**config.mk**
```make
export PLATFORM = sky130hd
export DESIGN_NAME = io_uart_tx
export DESIGN_NICKNAME = d
export VERILOG_FILES = /design/src/rtl/io_uart_tx.sv
export SDC_FILE = /design/constraint.sdc
export NUM_CORES = 1
export LEC_CHECK = 0
export CORE_MARGIN = 2
export CORE_UTILIZATION = 45
export CTS_BUF_LIST = sky130_fd_sc_hd__clkbuf_8 sky130_fd_sc_hd__clkbuf_16
export CTS_CLUSTER_DIAMETER = 50
export DETAILED_ROUTE_END_ITERATION = 10
export GPL_ROUTABILITY_DRIVEN = 0
export HOLD_SLACK_MARGIN = 0.1
export PLACE_DENSITY = 0.75
export SYNTH_ARGS = -nofsm -noshare
export SYNTH_HDL_FRONTEND = slang
export SYNTH_SLANG_ARGS = --single-unit
```
**constraint.sdc**
```tcl
create_clock -name clk -period 2.5 [get_ports clk]
set_input_delay 0.5 -clock clk [delete_from_list [all_inputs] [get_ports clk]]
set_output_delay 0.5 -clock clk [all_outputs]
set_load 0.01 [all_outputs]
```
**src/rtl/io_uart_tx.sv**
```systemverilog
// io_uart_tx: memory-mapped 8N1 UART transmitter fed by a byte FIFO.
// Ports: clk, reset (async, active-high); memWriteInput/memReadInput,
//   addressInput, writeDataInput (bus in); readDataOutput (status or 0);
//   txOutput (serial line, idle high, registered); busyOutput.
module io_uart_tx #(
    parameter logic [31:0] BASE_ADDRESS = 32'h0000_0F00,
    parameter int CLKS_PER_BIT = 434,
    parameter int FIFO_DEPTH = 8
) (
    input  logic        clk,
    input  logic        reset,
    input  logic        memWriteInput,
    input  logic        memReadInput,
    input  logic [31:0] addressInput,
    input  logic [31:0] writeDataInput,
    output logic [31:0] readDataOutput,
    output logic        txOutput,
    output logic        busyOutput
);
    localparam int PW = $clog2(FIFO_DEPTH);
    localparam int CW = PW + 1;
    localparam int BW = $clog2(CLKS_PER_BIT);
    localparam logic [CW-1:0] DEPTH_C = CW'(FIFO_DEPTH);
    localparam logic [BW-1:0] BAUD_LAST = BW'(CLKS_PER_BIT - 1);

    typedef enum logic [1:0] {IDLE, START, DATA, STOP} state_t;

    state_t        state_q;
    logic [BW-1:0] baud_q;
    logic [2:0]    bit_q;
    logic [7:0]    shift_q;
    logic          tx_q;
    logic          ovf_q, ovf_d;
    logic [7:0]    mem_q [FIFO_DEPTH];
    logic [PW-1:0] wr_q, rd_q;
    logic [CW-1:0] cnt_q, cnt_d;

    logic hit_data, hit_stat;
    logic full, empty, baud_end;
    logic push_req, push, pop;
    logic [31:0] status;

    assign hit_data = addressInput == BASE_ADDRESS;
    assign hit_stat = addressInput == BASE_ADDRESS + 32'd4;

    assign full     = cnt_q == DEPTH_C;
    assign empty    = cnt_q == '0;
    assign baud_end = baud_q == BAUD_LAST;

    // The shifter takes a new byte from IDLE, or straight out of the
    // last stop-bit cycle so back-to-back frames have no idle gap.
    assign pop = !empty &&
                 (state_q == IDLE || (state_q == STOP && baud_end));

    // A push into a full FIFO still fits when a pop frees a slot
    // on the same edge.
    assign push_req = memWriteInput && hit_data;
    assign push     = push_req && (!full || pop);

    always_comb begin
        cnt_d = cnt_q;
        unique case ({push, pop})
            2'b10:   cnt_d = cnt_q + CW'(1);
            2'b01:   cnt_d = cnt_q - CW'(1);
            default: cnt_d = cnt_q;
        endcase
    end

    always_comb begin
        ovf_d = ovf_q;
        if (push_req && !push) begin
            ovf_d = 1'b1;
        end else if (memWriteInput && hit_stat && writeDataInput[3]) begin
            ovf_d = 1'b0;
        end
    end

    always_ff @(posedge clk) begin
        if (push) begin
            mem_q[wr_q] <= writeDataInput[7:0];
        end
    end

    always_ff @(posedge clk or posedge reset) begin
        if (reset) begin
            wr_q  <= '0;
            rd_q  <= '0;
            cnt_q <= '0;
            ovf_q <= 1'b0;
        end else begin
            if (push) begin
                wr_q <= wr_q + PW'(1);
            end
            if (pop) begin
                rd_q <= rd_q + PW'(1);
            end
            cnt_q <= cnt_d;
            ovf_q <= ovf_d;
        end
    end

    // Line level is registered from the pre-edge state, so the pin
    // trails the state register by one cycle.
    always_ff @(posedge clk or posedge reset) begin
        if (reset) begin
            state_q <= IDLE;
            baud_q  <= '0;
            bit_q   <= '0;
            shift_q <= '0;
            tx_q    <= 1'b1;
        end else begin
            unique case (state_q)
                IDLE: begin
                    tx_q <= 1'b1;
                    if (pop) begin
                        shift_q <= mem_q[rd_q];
                        baud_q  <= '0;
                        state_q <= START;
                    end
                end
                START: begin
                    tx_q <= 1'b0;
                    if (baud_end) begin
                        baud_q  <= '0;
                        bit_q   <= '0;
                        state_q <= DATA;
                    end else begin
                        baud_q <= baud_q + BW'(1);
                    end
                end
                DATA: begin
                    tx_q <= shift_q[0];
                    if (baud_end) begin
                        baud_q  <= '0;
                        shift_q <= shift_q >> 1;
                        if (bit_q == 3'd7) begin
                            state_q <= STOP;
                        end else begin
                            bit_q <= bit_q + 3'd1;
                        end
                    end else begin
                        baud_q <= baud_q + BW'(1);
                    end
                end
                STOP: begin
                    tx_q <= 1'b1;
                    if (baud_end) begin
                        baud_q <= '0;
                        if (pop) begin
                            shift_q <= mem_q[rd_q];
                            state_q <= START;
                        end else begin
                            state_q <= IDLE;
                        end
                    end else begin
                        baud_q <= baud_q + BW'(1);
                    end
                end
                default: state_q <= IDLE;
            endcase
        end
    end

    always_comb begin
        status          = '0;
        status[0]       = full;
        status[1]       = empty;
        status[2]       = state_q != IDLE;
        status[3]       = ovf_q;
        status[4 +: CW] = cnt_q;
    end

    assign readDataOutput = hit_stat ? status : 32'h0;
    assign txOutput       = tx_q;
    assign busyOutput     = !empty || state_q != IDLE;

    // Reads are side-effect free and only the low byte is transmitted.
    logic unused_bits;
    assign unused_bits = ^{memReadInput, writeDataInput[31:8]};

endmodule
```
After elaboration in Yosys (flattened, before gate mapping)
Memory sizes are Yosys's and may differ from the RTL's.
Index checks and enable logic that the tools add are counted.
{ "word_totals": {"reg_bits": 34, "ramBits": 64, "inputBits": 68, "output_inout_bits": 34, "elab_cells": 82, "mem_count": 1} }
{ "classes": {"n_addsub": 6, "eq_ne": 16, "mux": 25, "reduce_logical": 25} }
{ "mem_list": {"columns": ["name", "words", "width", "read_ports", "rd_ports_with_merged_regs", "wr", "line_no", "source"], "rows": [
  ["mem_q", 8, 8, 1, 0, 1, "34", "logic [7:0] mem_q [FIFO_DEPTH];"]
]} }
{ "op_table": {"columns": ["operator", "n"], "rows": [
  ["$eq 32x12->1 const B", 2],
  ["$mux 8", 4],
  ["$pmux 8 s3", 1],
  ["$mux 9", 2],
  ["$pmux 9 s2", 1],
  ["$ne 2x2->1 const B", 6],
  ["$mux 2", 5],
  ["$add 3x1->3 const B", 3],
  ["$add 9x1->9 const B", 1],
  ["$eq 9x9->1 const B", 1],
  ["$mux 3", 3],
  ["$pmux 2 s4", 1],
  ["$pmux 4 s2", 1],
  ["$reduce_bool 2->1", 4],
  ["$logic_and 1x1->1", 7],
  ["$eq 2x2->1 const B", 3],
  ["$pmux 3 s2", 1],
  ["$mux 1", 5],
  ["$reduce_and 5->1", 1],
  ["$add 4x1->4 const B", 1],
  ["$eq 2x1->1 const B", 2],
  ["$eq 4x4->1 const B", 1],
  ["$logic_not 4->1", 1],
  ["$reduce_and 4->1", 1],
  ["other kinds (10)", 14]
]} }

Logic depth before layout (Yosys ltp)
Gate-level depths: netlist of run 1.
{ "depth": {"word_depth": 9, "mapped_depth": 13, "depth_no_buf": 13} }

Least setup slack after synthesis of run 1
No wires, ideal clock.
{ "synth_path": {"path_type": "input to register", "from": "input port addressInput[21]", "to": "memory mem_q[0][0] (enable)", "setup_ns": 0.383, "t_arrival_ns": 2.407, "required_time_ns": 2.117, "slack_ns": -0.290, "cell_stages": 6, "path_buffers": 1, "cell_sequence": "or4_4 > nor4_4 > and4_1 > buf_4 > nand2b_1 > nor3_1"} }
{ "synth_between": {"elab_chain_cells": 5} }
{ "synth_lines": {"columns": ["element", "line_no", "source"], "rows": [
  ["start, declared", "14", "input logic [31:0] addressInput,"],
  ["$eq 32x12->1", "43", "assign hit_data = addressInput == BASE_ADDRESS;"],
  ["$logic_and 1x1->1", "57", "assign push_req = memWriteInput && hit_data;"],
  ["$logic_and 1x1->1", "58", "assign push = push_req && (!full || pop);"],
  ["$mux 1", "79", "if (push) begin"],
  ["$mux 1 (not written as such)", "80", "mem_q[wr_q] <= writeDataInput[7:0];"],
  ["end, declared", "34", null]
]} }
No other way between the ends.

Final worst setup path of run 1
{ "layout_path": {"from": "input port addressInput[25]", "to": "output port readDataOutput[0]"} }
{ "layout_between": {"elab_chain_cells": 2} }
{ "layout_lines": {"columns": ["element", "line_no", "source"], "rows": [
  ["$eq 32x12->1", "44", "assign hit_stat = addressInput == BASE_ADDRESS + 32'd4;"],
  ["$mux 8", "173", "assign readDataOutput = hit_stat ? status : 32'h0;"],
  ["end, declared", "16", "output logic [31:0] readDataOutput,"]
]} }
No other way between the ends.

==> impl_metrics.env, run 1 <==
export IMPL_powerDensity_nw_per_um2=563
export IMPL_routed_wl_mm=9.22
export IMPL_cts_root_buf="clkbuf_8"
export IMPL_layout_setup_ws_ns=-0.206
export IMPL_antenna_found_initial=0
export IMPL_reg2reg_from="baud_q[6]"
export IMPL_grt_usage_pct=17.0
export IMPL_synth_edff_count=64
export IMPL_n_antenna_cell=0
export IMPL_clk_pin_slew_ns=0.10
export IMPL_leakage_nw=2.37
export IMPL_peakVddDrop_mv=0.479
export IMPL_synthTopCellsByArea="edfxtp_1 41%, dfrtp_1 17%, mux4_2 7.6%, buf_4 4.0%, ha_1 3.7%"
export IMPL_ys_warn_count=0
export IMPL_crit_chain="buf_6 -> or4_4 -> nor4_4 -> buf_4 -> and4_4 -> buf_6 -> and3_4 -> buf_6"
export IMPL_start_util_pct=46.0
export IMPL_final_setup_skew_ns=0.0117
export IMPL_fp_dieW_microns=107
export IMPL_yosysTopAreaCell="edfxtp_1"
export IMPL_syn_area_sq_um=4730
export IMPL_worstPathRequired_ns=2.00
export IMPL_num_rows=37
export IMPL_area_delta_synth_final_pct=27.8
export IMPL_dr_pass1_iters=4
export IMPL_max_cap_violations=0
export IMPL_top_level_ports=102
export IMPL_wl_met2_mm=4.84
export IMPL_synth_avg_cell_area_sq_um=13.9
export IMPL_ant_nets=0
export IMPL_cpPeakStageDelay_ns=0.54
export IMPL_status="complete, but fails checks"
export IMPL_r2r_end="cnt_q[3]"
export IMPL_cp_arrival_ns=2.21
export IMPL_routed_via_density=5.12
export IMPL_utilization_pct=58.8
export IMPL_top_layer_used="met4"
export IMPL_hold_path_class="reg2reg"
export IMPL_dieArea_sq_um=11300
export IMPL_fill_cells=802
export IMPL_cts_tree="done"
export IMPL_finalNonFillerCells=585
export IMPL_whs_endpoint="baud_q[8]"
export IMPL_worstHoldStart="baud_q[8]"
export IMPL_drive_gt1_share_pct=33.6
export IMPL_place_ws_ns=-0.868
export IMPL_port_buffers=52
export IMPL_drc=0
export IMPL_synthFlopType="edfxtp_1"
export IMPL_clock_path_buffers=2
export IMPL_synth_seq_cells=98
export IMPL_synth_distinct_cells=58
export IMPL_critPathTopFamily="simple AND/OR/NAND/NOR gates"
export IMPL_gr_total_overflow=0
export IMPL_core_sq_um=10300
export IMPL_rsz0062_at_grt="true"
export IMPL_grt_pass1_vias=2960
export IMPL_drt_iter0_markers=150
export IMPL_period_needed_ns=2.71
export IMPL_synthArstFlopShare_pct=34.7
export IMPL_wl_met3_microns=380
export IMPL_yosysMostFrequentCell="edfxtp_1"
export IMPL_max_freq_ghz=0.370
export IMPL_nets=527
export IMPL_setup_violations=9
export IMPL_htree_levels=3
export IMPL_crit_fanout=4
export IMPL_drt_met1_wl_mm=3.95
export IMPL_finalMaxSlewViolations=0
export IMPL_startpoint="addressInput[25]"
export IMPL_routedWlPerCell_microns=15.8
export IMPL_clk_latency_ns=0.36
export IMPL_path_class="in2out"
export IMPL_clkSinkCount=98
export IMPL_fin_crit_sh_pct=108
export IMPL_crit_slowest_cell="or4_4"
export IMPL_synth_commonest_cells="64 x edfxtp_1, 33 x dfrtp_1, 26 x nand2_1"
export IMPL_crit_top_cell="buf_6"
export IMPL_grt_pass1_wl_mm=14.8
export IMPL_hold_violations=0
export IMPL_hold_depth=1
export IMPL_synth_top_cell_area_share_pct=40.6
export IMPL_dp_hpwl_mm=6.32
export IMPL_path_buf_inv=4
export IMPL_ys_seq_area_share_pct=58.7
export IMPL_critPathCaptureType="primary output"
export IMPL_die_h_microns=107
export IMPL_r2r_cells=10
export IMPL_rrSetupSlack_ns=-0.01
export IMPL_critPathLaunchType="input pin"
export IMPL_violations="setup timing"
export IMPL_vias=2998
export IMPL_holdBufCountCts=0
export IMPL_synth_cells=340
export IMPL_cts_inserted_buffers=9
export IMPL_grt_max_degree=35
export IMPL_place_inst=553
## stage by stage
stage,total power [mW],instance area [sq um],setup TNS (ns),hold WS (ns)
after floorplan,2.25,4860,-4.29,0.445
after global placement,2.40,5600,-37.64,0.470
after detailed placement,2.42,5600,-42.52,0.471
after CTS,3.43,5890,-0.739,0.485
after global routing,3.56,6040,-1.56,0.494
final,3.40,6040,-1.15,0.489
## per-layer routing
layer	GRT usage [%]	vias up
li1	-	1441
met1	21.9	1485
met2	29.6	68
met3	4.23	4
met4	3.06	0
met5	0	-
## repair_timing
action                     in CTS  in global routing
gates cloned                    1                  0
setup buffers                   9                  8
pin swaps                      16                 18
setup endpoints to repair      76                 75
gates resized for setup        90                 29
## cell type report
cell class,count,area [sq um],share of cell area [%]
inverter,12,47.5,0.787
clock buffer,9,124,2.05
tap,136,170,2.82
sequential,98,2780,46.0
clock inverter,7,73.8,1.22
timing repair buffer,105,922,15.3
multi-input combinational,218,1930,31.9
## cells in the final DEF, fill, tap and decap left out, types with 4 or more instances in the layout
master           instances
edfxtp_1                64
ha_1                    12
clkbuf_8                 9
dlymetal6s2s_1           5
xnor2_1                  5
inv_1                   10
o21ai_0                 17
mux2_2                  10
nand2_1                 25
buf_6                   14
inv_8                    5
or4_4                    6
a22o_1                   6
dlygate4sd2_1            9
buf_2                    6
dfrtp_1                 31
nand3_1                  6
clkdlybuf4s50_1         19
clkdlybuf4s15_1          5
mux2i_1                  9
buf_4                   47
conb_1                  24
nor2_1                  12
mux4_2                  16
nand2b_1                 4
and2_4                   4
## worst max-delay path by stage
stage / endpoint / slack, ns / cells past startpoint
global route: readDataOutput[0] / -0.24 / 7
CTS: readDataOutput[0] / -0.17 / 8
global placement: readDataOutput[0] / -0.80 / 6
detailed placement: readDataOutput[0] / -0.87 / 6
floorplan: mem_q[2][0] / -0.08 / 6
finish: readDataOutput[0] / -0.21 / 8
## registers in the layout, summed over array words and instances (netlist names)
signal,cells
baud_q,9
bit_q,3
cnt_q,4
mem_q,64
ovf_q,1
rd_q,3
shift_q,8
state_q,2
txOutput,1
wr_q,3
## kinds of logic (layout without fill, tap and decap cells)
kind of cell,Yosys count,after routing,share of synthesized area (%)
DFF,98,98,58.7
and+or+nand+nor,86,87,10.1
buffers and inverters,48,133,5.87
AOI/OAI and AO/OA,47,47,7.09
muxes,38,38,12.8
adders and majority gates,15,15,4.13
xor gates and xnor gates,7,7,1.30
other,1,24,0.0793
## worst reg2reg max path, stage by stage, from the launching register on
cell and delay (ns):
dfrtp_1 0.45, nand4bb_1 0.39, nor2_2 0.29, a22o_1 0.25
nand2_4 0.08, inv_4 0.08, ha_4 0.20, a21o_1 0.16
a21oi_2 0.21, a311o_1 0.17, o2111ai_1 0.10
## report_power, final
part | switching (mW) | internal [mW]
Clock | 0.608 | 0.402
Combinational | 0.255 | 0.303
Sequential | 0.0658 | 1.77
(Power assumes the default switching activity.)
==> inputs of run 2 (changes only) <==
--- a/config.mk
+++ b/config.mk
@@ -12,7 +12,8 @@
 export DETAILED_ROUTE_END_ITERATION = 10
 export GPL_ROUTABILITY_DRIVEN = 0
 export HOLD_SLACK_MARGIN = 0.1
-export PLACE_DENSITY = 0.75
+export PLACE_DENSITY_LB_ADDON = 0.1
+export RECOVER_POWER = 50
 export SYNTH_ARGS = -nofsm -noshare
 export SYNTH_HDL_FRONTEND = slang
 export SYNTH_SLANG_ARGS = --single-unit
==> run 2 against run 1 <==
  * The run still ends with setup timing left
  * Largest cell class unchanged
  * Final cell count is 0.51% higher
  * First-iteration DRC count is 11% higher
  * Critical path type unchanged
  * Non-clock buffer count is 3 higher
  * Utilization is 0.16 points lower
  * Wire length is 2.1% higher
  * Clock skew is 0.0022 ns lower
  * Total power is 2.6% higher
==> impl_metrics.env, run 2 (synthesized netlist as in run 1, its figures left out) <==
export IMPL_worstHoldStart="shift_q[4]"
export IMPL_r2r_end="cnt_q[2]"
export IMPL_htree_levels=3
export IMPL_routed_wl_mm=9.41
export IMPL_combinationalPowerShare_pct=17.1
export IMPL_max_freq_ghz=0.376
export IMPL_dp_hpwl_mm=6.66
export IMPL_cts_inserted_buffers=9
export IMPL_drc=0
export IMPL_grt_usage_pct=18.0
export IMPL_tns_ns=-0.695
export IMPL_relSlewSlack_pct=39.7
export IMPL_drt_iter0_markers=167
export IMPL_clock_path_buffers=2
export IMPL_rsz0062_at_grt="true"
export IMPL_cp_arrival_ns=2.16
export IMPL_period_needed_ns=2.66
export IMPL_cts_tree="done"
export IMPL_status="complete, but fails checks"
export IMPL_whs_endpoint="shift_q[4]"
export IMPL_cts_root_buf="clkbuf_8"
export IMPL_p_clk_share_pct=30.3
export IMPL_fp_dieW_microns=107
export IMPL_largest_register="mem_q"
export IMPL_drive_gt1_share_pct=34.1
export IMPL_powerDensity_nw_per_um2=579
export IMPL_seq_power_share_pct=52.6
export IMPL_leakage_nw=2.35
export IMPL_layout_setup_ws_ns=-0.160
export IMPL_largest_reg_flops=64
export IMPL_routed_via_density=5.12
export IMPL_start_util_pct=46.0
export IMPL_grt_max_degree=35
export IMPL_dpl_instance_area_sq_um=5610
export IMPL_most_common_layout_cells="64 x edfxtp_1, 49 x buf_4, 30 x dfrtp_1"
export IMPL_n_antenna_cell=0
export IMPL_port_buffers=52
export IMPL_grt_pass1_vias=3067
export IMPL_dr_pass1_iters=5
export IMPL_stdcell_area_sq_um=6030
export IMPL_hold_path_class="reg2reg"
export IMPL_grt_pass1_wl_mm=15.6
export IMPL_violations="setup timing"
export IMPL_r2r_cells=10
export IMPL_final_setup_skew_ns=0.00946
export IMPL_crit_fanout=3
export IMPL_critPathLaunchType="input pin"
export IMPL_clkSinkCount=98
export IMPL_critPathCaptureType="primary output"
export IMPL_rrSetupSlack_ns=0.10
export IMPL_tightest_slew_ns=0.905
export IMPL_reg2reg_from="baud_q[0]"
export IMPL_vias=3011
export IMPL_antenna_found_initial=0
export IMPL_ant_nets=0
export IMPL_finalPower_mw=3.49
export IMPL_hold_depth=1
export IMPL_num_rows=37
export IMPL_final_common_cell="edfxtp_1"
export IMPL_reg_largest_list="mem_q: 64 flops, baud_q: 9 flops, shift_q: 8 flops"
export IMPL_fin_crit_sh_pct=106
export IMPL_top_level_ports=102
export IMPL_p_sw_share_pct=26.2
export IMPL_clk_pin_slew_ns=0.10
export IMPL_die_h_microns=107
export IMPL_setup_violations=8
export IMPL_max_cap_violations=0
export IMPL_hold_violations=0
export IMPL_cellInternalPower_mw=2.58
export IMPL_holdWs_ns=0.498
export IMPL_nets=530
export IMPL_path_class="in2out"
export IMPL_routedWlPerCell_microns=16.0
export IMPL_peakVddDrop_mv=0.373
export IMPL_p_sw_mw=0.914
export IMPL_clk_latency_ns=0.37
export IMPL_utilization_pct=58.6
export IMPL_finalMaxSlewViolations=0
export IMPL_area_delta_synth_final_pct=27.4
export IMPL_core_sq_um=10300
export IMPL_gr_total_overflow=0
export IMPL_worstPathRequired_ns=2.00
export IMPL_dieArea_sq_um=11300
run 2: what timing repair did:
action	4_1_cts	5_1_grt
hold buffers	0	0
setup buffers	13	6
pin swaps	23	16
setup endpoints to repair	73	76
gates cloned	1	0
gates resized for setup	94	23
run 2: final cells by class:
| class | instances | area (sq um) |
|---|---|---|
| flip-flops and latches | 98 | 2780 |
| clock inverters | 7 | 82.6 |
| fillers | 826 | 4250 |
| repair buffers | 108 | 915 |
| inverters | 12 | 45.0 |
| clock buffers | 9 | 124 |
| well taps | 136 | 170 |
| multi-input cells | 218 | 1910 |
run 2: power groups by stage:
stage / registers, mW / clock network (mW) / logic, mW
6_report: 1.84 / 1.06 / 0.597
3_3_place_gp: 1.87 / 0 / 0.560
5_1_grt: 1.84 / 1.15 / 0.667
2_1_floorplan: 1.84 / 0 / 0.413
3_5_place_dp: 1.87 / 0 / 0.565
4_1_cts: 1.83 / 1.09 / 0.586
run 2: per-layer routing:
| metal | track usage (%) | vias up | routed length, microns |
|---|---|---|---|
| met2 | 29.8 | 56 | 4680 |
| met5 | 0 | - | 0 |
| li1 | - | 1442 | - |
| met1 | 23.7 | 1498 | 4240 |
| met3 | 4.05 | 15 | 338 |
| met4 | 6.12 | 0 | 146 |
run 2: worst max-delay path by stage:
stage,startpoint,end
after global routing,addressInput[31],readDataOutput[0]
after detailed placement,addressInput[21],readDataOutput[2]
after floorplan,addressInput[21],mem_q[2][0]
after CTS,addressInput[25],readDataOutput[0]
final,addressInput[31],readDataOutput[0]
after global placement,addressInput[21],readDataOutput[0]
run 2: worst max-delay path: stages:
cell and delay, ns:
buf_6 0.09, or4_4 0.54, nor4_4 0.32, and4_4 0.28
buf_6 0.10, buf_6 0.08, and3_4 0.17, buf_6 0.09
run 2: per-stage QoR:
stage | setup WS (ns) | cells
final | -0.160 | 588
after global routing | -0.234 | 588
after CTS | -0.146 | 582
after detailed placement | -0.812 | 553
after global placement | -0.751 | 553
after floorplan | -0.0766 | 363
